<file path="src/rtl/tmr_fault_monitor_pkg.sv">
// Shared types for the TMR fault monitor: replica health states, event kinds
// and the event header carried through the event queue.
package tmr_mon_pkg;

  typedef enum logic [1:0] {
    HEALTHY = 2'd0,
    SUSPECT = 2'd1,
    FAILED  = 2'd2
  } health_t;

  // Event kinds carry an EV_ prefix so they can share scope with health_t.
  typedef enum logic [1:0] {
    EV_TRANSIENT = 2'd0,
    EV_FAILED    = 2'd1,
    EV_UNCORR    = 2'd2
  } ev_kind_t;

  localparam logic [1:0] REPLICA_ALL = 2'd3;

  // Run counter is wide enough for the largest legal persistence threshold (15).
  localparam int RUN_W = 4;

  typedef struct packed {
    logic [1:0] replica;
    ev_kind_t   kind;
  } ev_hdr_t;

  function automatic logic [1:0] replica_code(input int idx);
    return 2'(idx);
  endfunction

endpackage

</file>
<file path="src/rtl/tmr_fault_monitor_replica_health_tracker.sv">
// Per-replica health classifier: HEALTHY/SUSPECT/FAILED state machine with a
// consecutive-mismatch run counter and a saturating total-mismatch counter.
module replica_health_tracker
  import tmr_mon_pkg::*;
#(
  parameter int PERSIST = 3,
  parameter int CNT_W   = 8
) (
  input  logic             clk,
  input  logic             rst,
  input  logic             enable,
  input  logic             clear,
  input  logic             mm,
  input  logic             hold,
  output health_t          health,
  output logic [CNT_W-1:0] fault_cnt,
  output logic             ev_transient,
  output logic             ev_failed
);

  localparam logic [RUN_W-1:0] PERSIST_V = RUN_W'(PERSIST);
  localparam logic [CNT_W-1:0] CNT_MAX   = '1;

  health_t          r_health;
  logic [RUN_W-1:0] r_run;
  logic [CNT_W-1:0] r_cnt;

  health_t          w_health_nxt;
  logic [RUN_W-1:0] w_run_nxt;
  logic [RUN_W-1:0] w_run_inc;
  logic [CNT_W-1:0] w_cnt_nxt;
  logic             w_active;

  assign w_active  = enable && !clear && !hold;
  assign w_run_inc = r_run + 1'b1;

  always_comb begin
    w_health_nxt = r_health;
    w_run_nxt    = r_run;
    w_cnt_nxt    = r_cnt;
    ev_transient = 1'b0;
    ev_failed    = 1'b0;
    if (clear) begin
      w_health_nxt = HEALTHY;
      w_run_nxt    = '0;
      w_cnt_nxt    = '0;
    end else if (w_active && mm) begin
      if (r_cnt != CNT_MAX) w_cnt_nxt = r_cnt + 1'b1;
      case (r_health)
        HEALTHY: begin
          w_run_nxt = RUN_W'(1);
          if (PERSIST == 1) begin
            w_health_nxt = FAILED;
            ev_failed    = 1'b1;
          end else begin
            w_health_nxt = SUSPECT;
            ev_transient = 1'b1;
          end
        end
        SUSPECT: begin
          w_run_nxt = w_run_inc;
          if (w_run_inc == PERSIST_V) begin
            w_health_nxt = FAILED;
            ev_failed    = 1'b1;
          end
        end
        default: ;
      endcase
    end else if (w_active && r_health == SUSPECT) begin
      // A single clean cycle clears a suspicion.
      w_health_nxt = HEALTHY;
      w_run_nxt    = '0;
    end
  end

  always_ff @(posedge clk or posedge rst) begin
    if (rst) begin
      r_health <= HEALTHY;
      r_run    <= '0;
      r_cnt    <= '0;
    end else begin
      r_health <= w_health_nxt;
      r_run    <= w_run_nxt;
      r_cnt    <= w_cnt_nxt;
    end
  end

  assign health    = r_health;
  assign fault_cnt = r_cnt;

endmodule

</file>
<file path="src/rtl/tmr_fault_monitor.sv">
// TMR fault monitor: classifies each replica against the voted count, flags
// uncorrectable cycles and queues fault events in a first-word-fall-through FIFO.
module tmr_fault_monitor
  import tmr_mon_pkg::*;
#(
  parameter int WIDTH      = 32,
  parameter int PERSIST    = 3,
  parameter int CNT_W      = 8,
  parameter int FIFO_DEPTH = 4
) (
  input  logic             clk,
  input  logic             rst,
  input  logic             enable,
  input  logic [WIDTH-1:0] q_1,
  input  logic [WIDTH-1:0] q_2,
  input  logic [WIDTH-1:0] q_3,
  input  logic [WIDTH-1:0] voted_q,
  input  logic             clear,
  output logic [1:0]       health_1,
  output logic [1:0]       health_2,
  output logic [1:0]       health_3,
  output logic [CNT_W-1:0] fault_cnt_1,
  output logic [CNT_W-1:0] fault_cnt_2,
  output logic [CNT_W-1:0] fault_cnt_3,
  output logic             failed_any,
  output logic             uncorr,
  output logic             overflow,
  output logic             ev_valid,
  input  logic             ev_ready,
  output logic [1:0]       ev_replica,
  output logic [1:0]       ev_kind,
  output logic [WIDTH-1:0] ev_value
);

  localparam int AW = $clog2(FIFO_DEPTH);
  localparam logic [AW:0] FULL_CNT = (AW+1)'(FIFO_DEPTH);

  typedef struct packed {
    ev_hdr_t          hdr;
    logic [WIDTH-1:0] value;
  } event_t;

  logic [WIDTH-1:0] w_q [3];
  health_t          w_health [3];
  logic [CNT_W-1:0] w_cnt [3];
  logic [2:0]       w_mm;
  logic [2:0]       w_ev_tr;
  logic [2:0]       w_ev_fl;
  logic             w_unc;

  assign w_q[0] = q_1;
  assign w_q[1] = q_2;
  assign w_q[2] = q_3;
  assign w_unc  = (q_1 != q_2) && (q_1 != q_3) && (q_2 != q_3);

  for (genvar g = 0; g < 3; g++) begin : g_trk
    assign w_mm[g] = (w_q[g] != voted_q);
    replica_health_tracker #(
      .PERSIST (PERSIST),
      .CNT_W   (CNT_W)
    ) u_trk (
      .clk          (clk),
      .rst          (rst),
      .enable       (enable),
      .clear        (clear),
      .mm           (w_mm[g]),
      .hold         (w_unc),
      .health       (w_health[g]),
      .fault_cnt    (w_cnt[g]),
      .ev_transient (w_ev_tr[g]),
      .ev_failed    (w_ev_fl[g])
    );
  end

  assign health_1    = w_health[0];
  assign health_2    = w_health[1];
  assign health_3    = w_health[2];
  assign fault_cnt_1 = w_cnt[0];
  assign fault_cnt_2 = w_cnt[1];
  assign fault_cnt_3 = w_cnt[2];
  assign failed_any  = (w_health[0] == FAILED) || (w_health[1] == FAILED) ||
                       (w_health[2] == FAILED);

  // Event selection: at most one source fires per cycle when a pair agrees.
  logic   w_push;
  event_t w_ev;

  always_comb begin
    w_push          = 1'b0;
    w_ev.hdr.replica = 2'd0;
    w_ev.hdr.kind    = EV_TRANSIENT;
    w_ev.value       = voted_q;
    if (enable && !clear && w_unc) begin
      w_push           = 1'b1;
      w_ev.hdr.replica = REPLICA_ALL;
      w_ev.hdr.kind    = EV_UNCORR;
    end else begin
      for (int i = 0; i < 3; i++) begin
        if (w_ev_tr[i] || w_ev_fl[i]) begin
          w_push           = 1'b1;
          w_ev.hdr.replica = replica_code(i);
          w_ev.hdr.kind    = w_ev_fl[i] ? EV_FAILED : EV_TRANSIENT;
        end
      end
    end
  end

  logic [AW-1:0] r_rd;
  logic [AW-1:0] r_wr;
  logic [AW:0]   r_count;
  logic          r_uncorr;
  logic          r_overflow;
  event_t        r_mem [FIFO_DEPTH];

  logic   w_pop;
  logic   w_push_ok;
  logic   w_drop;
  event_t w_head;

  assign w_pop     = (r_count != '0) && ev_ready;
  assign w_push_ok = w_push && ((r_count != FULL_CNT) || w_pop);
  assign w_drop    = w_push && !w_push_ok;

  always_ff @(posedge clk or posedge rst) begin
    if (rst) begin
      r_rd       <= '0;
      r_wr       <= '0;
      r_count    <= '0;
      r_uncorr   <= 1'b0;
      r_overflow <= 1'b0;
    end else begin
      if (w_push_ok) r_wr <= r_wr + 1'b1;
      if (w_pop)     r_rd <= r_rd + 1'b1;
      case ({w_push_ok, w_pop})
        2'b10:   r_count <= r_count + 1'b1;
        2'b01:   r_count <= r_count - 1'b1;
        default: r_count <= r_count;
      endcase
      if (clear)                  r_uncorr <= 1'b0;
      else if (enable && w_unc)   r_uncorr <= 1'b1;
      if (clear)       r_overflow <= 1'b0;
      else if (w_drop) r_overflow <= 1'b1;
    end
  end

  // Queue storage is pure data; validity is tracked by r_count alone.
  always_ff @(posedge clk) begin
    if (w_push_ok) r_mem[r_wr] <= w_ev;
  end

  assign w_head     = r_mem[r_rd];
  assign ev_valid   = (r_count != '0);
  assign ev_replica = w_head.hdr.replica;
  assign ev_kind    = w_head.hdr.kind;
  assign ev_value   = w_head.value;
  assign uncorr     = r_uncorr;
  assign overflow   = r_overflow;

endmodule

</file>
<file path="config.mk">
export PLATFORM = sky130hd
export DESIGN_NAME = tmr_fault_monitor
export DESIGN_NICKNAME = d
export VERILOG_FILES = /design/src/rtl/tmr_fault_monitor_pkg.sv /design/src/rtl/tmr_fault_monitor_replica_health_tracker.sv /design/src/rtl/tmr_fault_monitor.sv
export SDC_FILE = /design/constraint.sdc
export NUM_CORES = 1
export LEC_CHECK = 0
export ABC_CLOCK_PERIOD_IN_PS = 4250
export CORE_AREA = 2 2 146 148
export DETAILED_ROUTE_END_ITERATION = 6
export DIE_AREA = 0 0 148 150
export PLACE_DENSITY = 0.85
export SLEW_MARGIN = 15
export SYNTH_ARGS = -nofsm -noshare
export SYNTH_HDL_FRONTEND = slang
export SYNTH_SLANG_ARGS = --single-unit
export TNS_END_PERCENT = 5
</file>
<file path="constraint.sdc">
create_clock -name clk -period 4.25 [get_ports clk]
set_input_delay 0.425 -clock clk [delete_from_list [all_inputs] [get_ports clk]]
set_output_delay 0.425 -clock clk [all_outputs]
set_load 0.02 [all_outputs]
</file>
After elaboration in Yosys (flattened, before gate mapping)
Memories as Yosys holds them, arrays and structs flattened.
Index checks and enable logic that the tools add are counted.
{"block": "totals", "memories": 1, "regBits": 51, "ramBits": 144, "out_inout_bits": 70, "inputBits": 133}
{"name": "r_mem", "depth": 4, "width": 36, "rd": 1, "rd_clocked_by_memory_dff": 0, "write_ports": 1, "line_no": "tmr_fault_monitor.sv:113", "rtl": "event_t r_mem [FIFO_DEPTH];"}
{"block": "op_classes", "addsub": 10, "n_eq_ne": 27, "muxes": 75, "n_reduce_logical": 49}
{"op": "$ne A32 B32 Y1", "count": 6}
{"op": "$mux W8", "count": 9}
{"op": "$mux W4", "count": 12}
{"op": "$mux W1", "count": 35}
{"op": "$add A8 B1 Y8 const B", "count": 3}
{"op": "$mux W2", "count": 12}
{"op": "$ne A4 B4 Y1 const B", "count": 6}
{"op": "$ne A8 B8 Y1 const B", "count": 3}
{"op": "$pmux W4 S2", "count": 3}
{"op": "$reduce_bool A2 Y1", "count": 9}
{"op": "$logic_and A1 B1 Y1", "count": 15}
{"op": "$add A4 B1 Y4 const B", "count": 3}
{"op": "$eq A4 B2 Y1 const B", "count": 3}
{"op": "$pmux W2 S2", "count": 3}
{"op": "$reduce_and A2 Y1", "count": 6}
{"op": "$reduce_bool A3 Y1", "count": 4}
{"op": "$reduce_and A3 Y1", "count": 3}
{"op": "$eq A2 B1 Y1 const B", "count": 4}
{"op": "$eq A2 B2 Y1 const B", "count": 4}
{"op": "$logic_not A2 Y1", "count": 3}
{"op": "$logic_or A1 B1 Y1", "count": 6}
{"op": "$pmux W3 S2", "count": 1}
{"op": "$add A2 B1 Y2 const B", "count": 2}
{"op": "$add A3 B1 Y3 const B", "count": 1}
{"op": "other kinds (3)", "count": 5}

Longest topological paths before layout
Gate-level depths: netlist of the first run.
{"block": "depth", "ltp_word": 18, "mapped_depth": 12}

Hierarchy
Synthesis of the first run repeated with hierarchy kept, for this count alone.
{"block": "unflattened", "hier_cells": 751, "hier_area_um2": 10371.2}
{"mod": "tmr_fault_monitor", "cells_each": 511, "area_each_um2": 7871.3, "instances": 1, "seq_area_each_um2": 4549.4}
{"mod": "replica_health_tracker", "cells_each": 80, "area_each_um2": 833.3, "instances": 3, "seq_area_each_um2": 350.3}

Worst setup path after synthesis of the first run
Ideal clock, no wire load.
{"block": "synth_timing", "kind": "reg-to-reg", "from": "register g_trk[2].u_trk.r_run[0]", "to": "memory r_mem[0][0] (netlist name) (enable)", "arrival_ns": 2.930, "setup_slack_ns": 0.924, "setup_ns": 0.397, "t_required_ns": 3.853, "stages_incl_launch_ff": 9, "n_path_buf": 0, "path_cell_list": "dfrtp_1 ha_1 nor3_1 o21ai_0 a221oi_1 a31oi_1 a21oi_1 nor2b_1 and2_1"}
{"block": "synth_via", "elab_chain_cells": 12}
{"item": "start, declared", "line_no": "tmr_fault_monitor_replica_health_tracker.sv:25", "rtl": "logic [RUN_W-1:0] r_run;"}
{"item": "start signal, assigned", "line_no": "tmr_fault_monitor_replica_health_tracker.sv:83", "rtl": "r_run <= w_run_nxt;"}
{"item": "$add A4 B1 Y4", "line_no": "tmr_fault_monitor_replica_health_tracker.sv:35", "rtl": "assign w_run_inc = r_run + 1'b1;"}
{"item": "$eq A4 B2 Y1", "line_no": "tmr_fault_monitor_replica_health_tracker.sv:62", "rtl": "if (w_run_inc == PERSIST_V) begin"}
{"item": "$mux W1", "line_no": "tmr_fault_monitor_replica_health_tracker.sv:62"}
{"item": "$mux W1", "line_no": "tmr_fault_monitor_replica_health_tracker.sv:49", "rtl": "case (r_health)"}
{"item": "$mux W1", "line_no": "tmr_fault_monitor_replica_health_tracker.sv:47", "rtl": "end else if (w_active && mm) begin"}
{"item": "$mux W1", "line_no": "tmr_fault_monitor_replica_health_tracker.sv:43", "rtl": "if (clear) begin"}
{"item": "$logic_or A1 B1 Y1", "line_no": "tmr_fault_monitor.sv:99", "rtl": "if (w_ev_tr[i] || w_ev_fl[i]) begin"}
{"item": "$mux W1", "line_no": "tmr_fault_monitor.sv:99"}
{"item": "$mux W1", "line_no": "tmr_fault_monitor.sv:93", "rtl": "if (enable && !clear && w_unc) begin"}
{"item": "$logic_and A1 B1 Y1", "line_no": "tmr_fault_monitor.sv:121", "rtl": "assign w_push_ok = w_push && ((r_count != FULL_CNT) || w_pop);"}
{"item": "$mux W1", "line_no": "tmr_fault_monitor.sv:148", "rtl": "if (w_push_ok) r_mem[r_wr] <= w_ev;"}
{"item": "$mux W1 (implied by the code)", "line_no": "tmr_fault_monitor.sv:148"}
{"item": "end, declared", "line_no": "tmr_fault_monitor.sv:113"}
No other way between the ends.

Worst setup path after layout of the first run
{"block": "layout_timing", "from": "input port voted_q[2]", "to": "memory r_mem[1][18] (netlist name) (enable)"}
{"block": "layout_via", "elab_chain_cells": 12, "elab_cells_between_ends": 28}
{"item": "start, declared", "line_no": "tmr_fault_monitor.sv:17", "rtl": "input logic [WIDTH-1:0] voted_q,"}
{"item": "$ne A32 B32 Y1", "line_no": "tmr_fault_monitor.sv:57", "rtl": "assign w_mm[g] = (w_q[g] != voted_q);"}
{"item": "$logic_and A1 B1 Y1", "line_no": "tmr_fault_monitor_replica_health_tracker.sv:47"}
{"item": "$mux W1", "line_no": "tmr_fault_monitor_replica_health_tracker.sv:47"}
{"item": "$mux W1", "line_no": "tmr_fault_monitor_replica_health_tracker.sv:43"}
{"item": "$logic_or A1 B1 Y1", "line_no": "tmr_fault_monitor.sv:99"}
{"item": "$mux W1 (2 in series)", "line_no": "tmr_fault_monitor.sv:99"}
{"item": "$mux W1 (*)", "line_no": "tmr_fault_monitor.sv:99"}
{"item": "$mux W1 (*)", "line_no": "tmr_fault_monitor.sv:93"}
{"item": "$logic_and A1 B1 Y1 (*)", "line_no": "tmr_fault_monitor.sv:121"}
{"item": "$mux W1 (*)", "line_no": "tmr_fault_monitor.sv:148"}
{"item": "$mux W1 (implied by the code) (*)", "line_no": "tmr_fault_monitor.sv:148"}
Mark *: on every way between the ends. The rest lies on a longest branch, timed or not.

==> results of run 1 <==
## worst paths after layout
check / startpoint / end / slack, ns / depth (start not counted)
setup / recovery: voted_q[2] / r_mem[1][18] / 0.73 / 10
hold / removal: rst / g_trk[0].u_trk.fault_cnt[4] / 0.34 / 2
setup reg to reg: g_trk[2].u_trk.r_run[0] / r_count[2] / 0.94 / 11
hold reg to reg: uncorr / uncorr / 0.50 / 1
max in group asynchronous: rst / r_rd[0] / 3.11 / 3
min in group clk: uncorr / uncorr / 0.50 / 1
## final cells by class
class / instances / area, um2 / share of cell area
antenna: 2 / 5.00 / 0.000375
clock buffer: 17 / 425 / 0.0319
clock inverter: 15 / 223 / 0.0167
inverter: 14 / 52.6 / 0.00394
sequential: 195 / 5600 / 0.420
tap: 275 / 344 / 0.0258
multi-input combinational: 536 / 4480 / 0.336
timing repair buffer: 223 / 2200 / 0.165
## metrics by stage
stage / utilization / setup slack, ns
6_report: 0.644 / 0.726
5_1_grt: 0.644 / 0.565
4_1_cts: 0.644 / 0.829
3_5_place_dp: 0.613 / 0.363
3_3_place_gp: 0.613 / 0.372
2_1_floorplan: - / 0.924
## logic make-up (layout without fill, tap and decap cells)
logic type | count (synthesis) | in the layout | synth area share
xor gates and xnor gates | 211 | 211 | 0.181
DFF | 195 | 195 | 0.548
and+or+nand+nor | 194 | 194 | 0.102
AOI/OAI and AO/OA | 72 | 72 | 0.0491
muxes | 45 | 45 | 0.0888
buffers and inverters | 32 | 269 | 0.0132
adders and majority gates | 14 | 14 | 0.0179
other | 0 | 2 | 0
## registers in the layout (all words and copies together), names as in the netlist
register	flops
r_count	3
r_rd	2
uncorr	1
overflow	1
r_wr	2
g_trk.u_trk.fault_cnt	24
g_trk.u_trk.health	6
g_trk.u_trk.r_run	12
r_mem	144
## power by group through the flow
stage                     sequential (mW)  combinational [mW]  clock [mW]
after CTS                            2.41                1.92        1.73
final                                2.41                1.91        1.71
after global routing                 2.43                2.01        1.81
after global placement               2.44                1.89           0
after floorplan                      2.33                1.13           0
after detailed placement             2.45                1.90           0
## routing by layer
layer / track usage / share of wire
met5: 0 / 0.0024
met4: 0.0952 / 0.030
met3: 0.0902 / 0.11
met2: 0.441 / 0.48
met1: 0.326 / 0.37
## cells in the mapped netlist, types with 3 or more instances
cell / n
nand3_1: 14
nor2b_1: 11
xnor2_1: 140
o2bb2ai_1: 4
edfxtp_1: 144
mux4_2: 36
clkbuf_1: 12
mux2_2: 5
nor3_1: 10
o21ai_0: 15
nand2_1: 28
xor2_1: 71
inv_1: 13
or3_1: 9
a31oi_1: 3
mux2i_1: 4
o31ai_1: 3
a21oi_1: 16
and2_1: 8
nor4_1: 28
buf_1: 4
ha_1: 13
nor2_1: 36
nand4_1: 37
a22o_1: 3
and3_1: 3
dfrtp_1: 51
==> metrics.cfg, run 1 <==
[critical_path]
slowest_delay_ns = 0.59
cp-start-kind = primary input
crit_chain = clkdlybuf4s50_1, xor2_1, nor4_1, nand4_1, nor2_1, o32a_1, a21oi_1, nor2b_1, and2_1, buf_4
critical_path_class = in -> reg
arrival_ns = 3.68
crit_family = simple AND/OR/NAND/NOR gates
crit_slowest_cell = clkdlybuf4s50_1
critPathCaptureType = flip-flop
cp.buffers_inverters = 2
crit_fanout = 16
critical_path_required_ns = 4.40

[finish]
final_cell_area_mm2 = 0.0133
final_nets = 1134
instances_no_fill = 1277
syn_to_final_growth_pct = 30.6
mostFrequentLayoutCell = clkdlybuf4s50_1
drive_gt1_frac = 0.101
final_cell_mix = 202 x clkdlybuf4s50_1, 144 x edfxtp_1, 140 x xnor2_1, 71 x xor2_1, 50 x dfrtp_1
fill_cells = 1542

[pwr]
comb_power_share = 0.317
power_leakage_nw = 4.61
power.net_switching_mw = 1.92
pwr_density_cell_mw_per_mm2 = 452
peakVddDrop_uv = 296
switching_share = 0.318
p_int_mw = 4.10
total_power_mw = 6.02
clockPowerShare = 0.283
seq_power_share = 0.400

[clocking]
postCtsHoldBufs = 0
htree_levels = 4
clk_pin_slew_ns = 0.08
cts_tree = done
cts_buffer_depth = 2
cts_buffers = 17
cts.sinks = 195
cts_root_buf = clkbuf_16
post_cts_buffers = 0
ctsResizeCount = 0
clock_latency_ns = 0.44

[detailed_routing]
drc = 0
drt_first_iter_violations = 535
vias_per_cell = 5.80
ant_nets = 0
firstDrtPassIters = 5
wirelength_um = 29000
via_count = 7405
post_drt_wl_per_cell_um = 22.7

[timing]
rsz0062_at_grt = no
max-slew-margin-rel = 0.402
worst_hold_slack_ns = 0.341
final_max_slew_viol_count = 0
fin_setup_tns_ns = 0
skew_ns = 0.0186
finalHoldViolCount = 0
setup_violations = 0
worst_slew_pin_slew_ns = 0.896
min_period_over_period = 0.829
fmax_mhz = 284
period_needed_ns = 3.52

[die]
dieArea_mm2 = 0.0222
fp-row-count = 53
start_util = 0.494
core_mm2 = 0.0207
top_level_ports = 203
die_h_um = 150
die_w_um = 148

[logic_synthesis]
synth_flop_cell = edfxtp_1
netlist-cell-type-count = 56
syn_area_per_cell_um2 = 13.4
yosysTopAreaCell = edfxtp_1
yosysSeqAreaShare = 0.548
synth.top_cell.area_share = 0.423
yosysWarnings = 0
synthCells = 763
synth_edf_count = 144
synth_area_leaders = edfxtp_1 42%, dfrtp_1 12%, xnor2_1 12%
async_reset_ff_frac = 0.262
syn-cell-area_mm2 = 0.0102
syn_nets = 910
ys_seq_elements = 195

[global_routing]
grt_max_degree = 37
gr-total-overflow = 0
grt_pass1_wl_um = 43500
grt_pass1_vias = 7578
antenna_found_initial = 7
grt_usage = 0.266

[placed_design]
placed_area_mm2 = 0.0127
port_buffers = 202
gp_congestion = 1.02
dpl.cell_count = 1243
dp_hpwl_um = 21800

[status]
status = completed

[hold_path]
hold_path.class = in -> async

[job]
maxCapViolCount = 0

Note: power is estimated with default switching activity, not from simulation.
==> run 2, diff against run 1 <==
ABC_CLOCK_PERIOD_IN_PS = 3060   (was 4250)
CORE_AREA = 2 2 151 153   (was 2 2 146 148)
DIE_AREA = 0 0 153 155   (was 0 0 148 150)
PLACE_DENSITY = 0.84   (was 0.85)
clock period = 3.06 ns   (was 4.25 ns; I/O delays follow)
==> run 2 against run 1 <==
Clock skew is 0.0027 ns lower; critical path depth is 3 higher; clock power rose by 29%; final area rose by 8.6%; sequential cell count is the same; cell count rose by 12%; non-clock buffer count up 136; count of clock-buffer cells in the layout up 1; via count rose by 7.9%; first-iteration DRC count up 15%; largest cell class unchanged; largest power group unchanged; highest routed layer unchanged.
==> metrics.cfg, run 2 (synthesis results as in run 1) <==
[die]
core_mm2 = 0.0222
die_w_um = 153
dieArea_mm2 = 0.0237
fp-row-count = 55
top_level_ports = 203
start_util = 0.459
die_h_um = 155

[detailed_routing]
drc = 0
firstDrtPassIters = 5
post_drt_wl_per_cell_um = 22.5
ant_nets = 0
via_count = 7993
vias_per_cell = 5.61
wirelength_um = 32100
drt_first_iter_violations = 613

[finish]
drive_gt1_frac = 0.222
fill_cells = 1589
top_register = r_mem
syn_to_final_growth_pct = 41.8
final_nets = 1270
mostFrequentLayoutCell = clkdlybuf4s50_1
largest_reg_flops = 144
final_util = 0.651
final_cell_mix = 198 x clkdlybuf4s50_1, 148 x buf_4, 144 x edfxtp_1, 140 x xnor2_1, 69 x xor2_1

[critical_path]
crit_family = compound AO/OA/AOI/OAI gates
arrival_ns = 3.32
cp.buffers_inverters = 2
reg2regPathDepth = 11
critPathCaptureType = flip-flop
crit_slowest_cell = clkdlybuf4s50_1
critical_path_class = in -> reg
crit_chain = clkdlybuf4s50_1, xor2_2, nor4_1, buf_4, nand4_1, nor2_1, o32a_1, a21oi_2, nor2_1, fa_2, or2_2, o22ai_2, xor2_1
critical_path_required_ns = 3.42
crit_top_cell = nor2_1
cp-start-kind = primary input
path_depth = 13
slowest_delay_ns = 0.60
crit_fanout = 4

[clocking]
cts_root_buf = clkbuf_16
clock_latency_ns = 0.45
cts_buffer_depth = 2
cts_buffers = 17
cts_tree = done
htree_levels = 4
clk_pin_slew_ns = 0.07
cts.sinks = 195

[hold_path]
hold_path.class = in -> async

[pwr]
comb_power_share = 0.357
power_leakage_nw = 5.32
peakVddDrop_uv = 383
seq_power_share = 0.381
total_power_mw = 8.42
power.net_switching_mw = 2.69
clockPowerShare = 0.262
switching_share = 0.320
p_int_mw = 5.73
pwr_density_cell_mw_per_mm2 = 581

[global_routing]
grt_pass1_wl_um = 48300
antenna_found_initial = 6
grt_usage = 0.274
grt_pass1_vias = 8338
gr-total-overflow = 0
grt_max_degree = 35

[timing]
setup_violations = 0
worst_slew_pin_slew_ns = 0.624
period_needed_ns = 2.97
max-slew-margin-rel = 0.578
fmax_mhz = 337
min_period_over_period = 0.969
finalHoldViolCount = 0
setup_slack_ns = 0.0946
final_max_slew_viol_count = 0
skew_ns = 0.0160

[status]
status = completed

[job]
maxCapViolCount = 0

[placed_design]
dp_hpwl_um = 24500
pre_cts_slack_ns = -0.405
port_buffers = 202
gp_congestion = 0.977

==> run 2: cell count changes in the layout (fill, tap and decap cells not counted), sizes merged <==
cell           change
clkbuf             +1
buf              +136
inv                +3
clkdlybuf4s50      -4
dlymetal6s2s       +4
clkinv             -3
bufinv             -1
diode              +2
==> run 2: power by group through the flow <==
stage	combinational (mW)	clock [mW]	sequential, mW
2_1_floorplan	1.57	0	3.23
3_5_place_dp	2.99	0	3.26
3_3_place_gp	2.96	0	3.24
4_1_cts	3.02	2.23	3.20
5_1_grt	3.15	2.35	3.22
6_report	3.00	2.21	3.21
==> run 2: through the flow <==
step	TNS [ns]	instances	hold slack (ns)	instance area, um2
finish	0	1425	0.257	14500
global route	-0.0121	1423	0.302	14500
CTS	0	1418	0.271	14400
detailed placement	-61.38	1386	0.485	13800
global placement	-50.56	1386	0.479	13800
floorplan	-28.75	763	0.405	10200
==> run 2: metal layers <==
layer  GRT usage  wire length (um)
met3      0.0861              2920
met1       0.321             12000
met4       0.113              1200
met2       0.469             16000
met5           0                33
==> run 2: cell type report <==
| type | count | area [um2] | share of cell area |
|---|---|---|---|
| clock inverters | 14 | 158 | 0.0109 |
| well taps | 285 | 357 | 0.0246 |
| flip-flops and latches | 195 | 5600 | 0.387 |
| diodes | 4 | 10.0 | 0.000691 |
| multi-input cells | 536 | 4550 | 0.314 |
| clock buffers | 18 | 429 | 0.0296 |
| inverters | 14 | 52.6 | 0.00363 |
| repair buffers | 359 | 3310 | 0.229 |
==> run 2: path summary, 6_finish.rpt <==
| kind | from | to | slack [ns] |
|---|---|---|---|
| max in group asynchronous | rst | g_trk[2].u_trk.fault_cnt[1] | 1.95 |
| worst min register to register | r_count[2] | r_count[2] | 0.51 |
| min in group clk | voted_q[29] | r_mem[0][29] | 0.30 |
| worst max-delay path | q_1[12] | r_count[2] | 0.09 |
| worst min-delay path | rst | g_trk[0].u_trk.fault_cnt[2] | 0.26 |
| worst max register to register | g_trk[2].u_trk.r_run[0] | r_count[2] | 0.13 |
==> run 2: worst register-to-register path, cell delays in order, from the launching register on <==
cell	delay (ns)
dfrtp_2	0.45
ha_2	0.22
nor3_1	0.25
o21ai_2	0.14
a221oi_2	0.26
a31oi_1	0.10
a21oi_2	0.24
nor2_1	0.10
fa_2	0.37
or2_2	0.33
o22ai_2	0.20
xor2_1	0.18
==> run 2: timing repair <==
| action | CTS | global route |
|---|---|---|
| pin swaps | 1 | 2 |
| setup buffers | 0 | 3 |
| resized for setup | 4 | 18 |
| hold buffers | 0 | 0 |
| setup endpoints to repair | 2 | 149 |
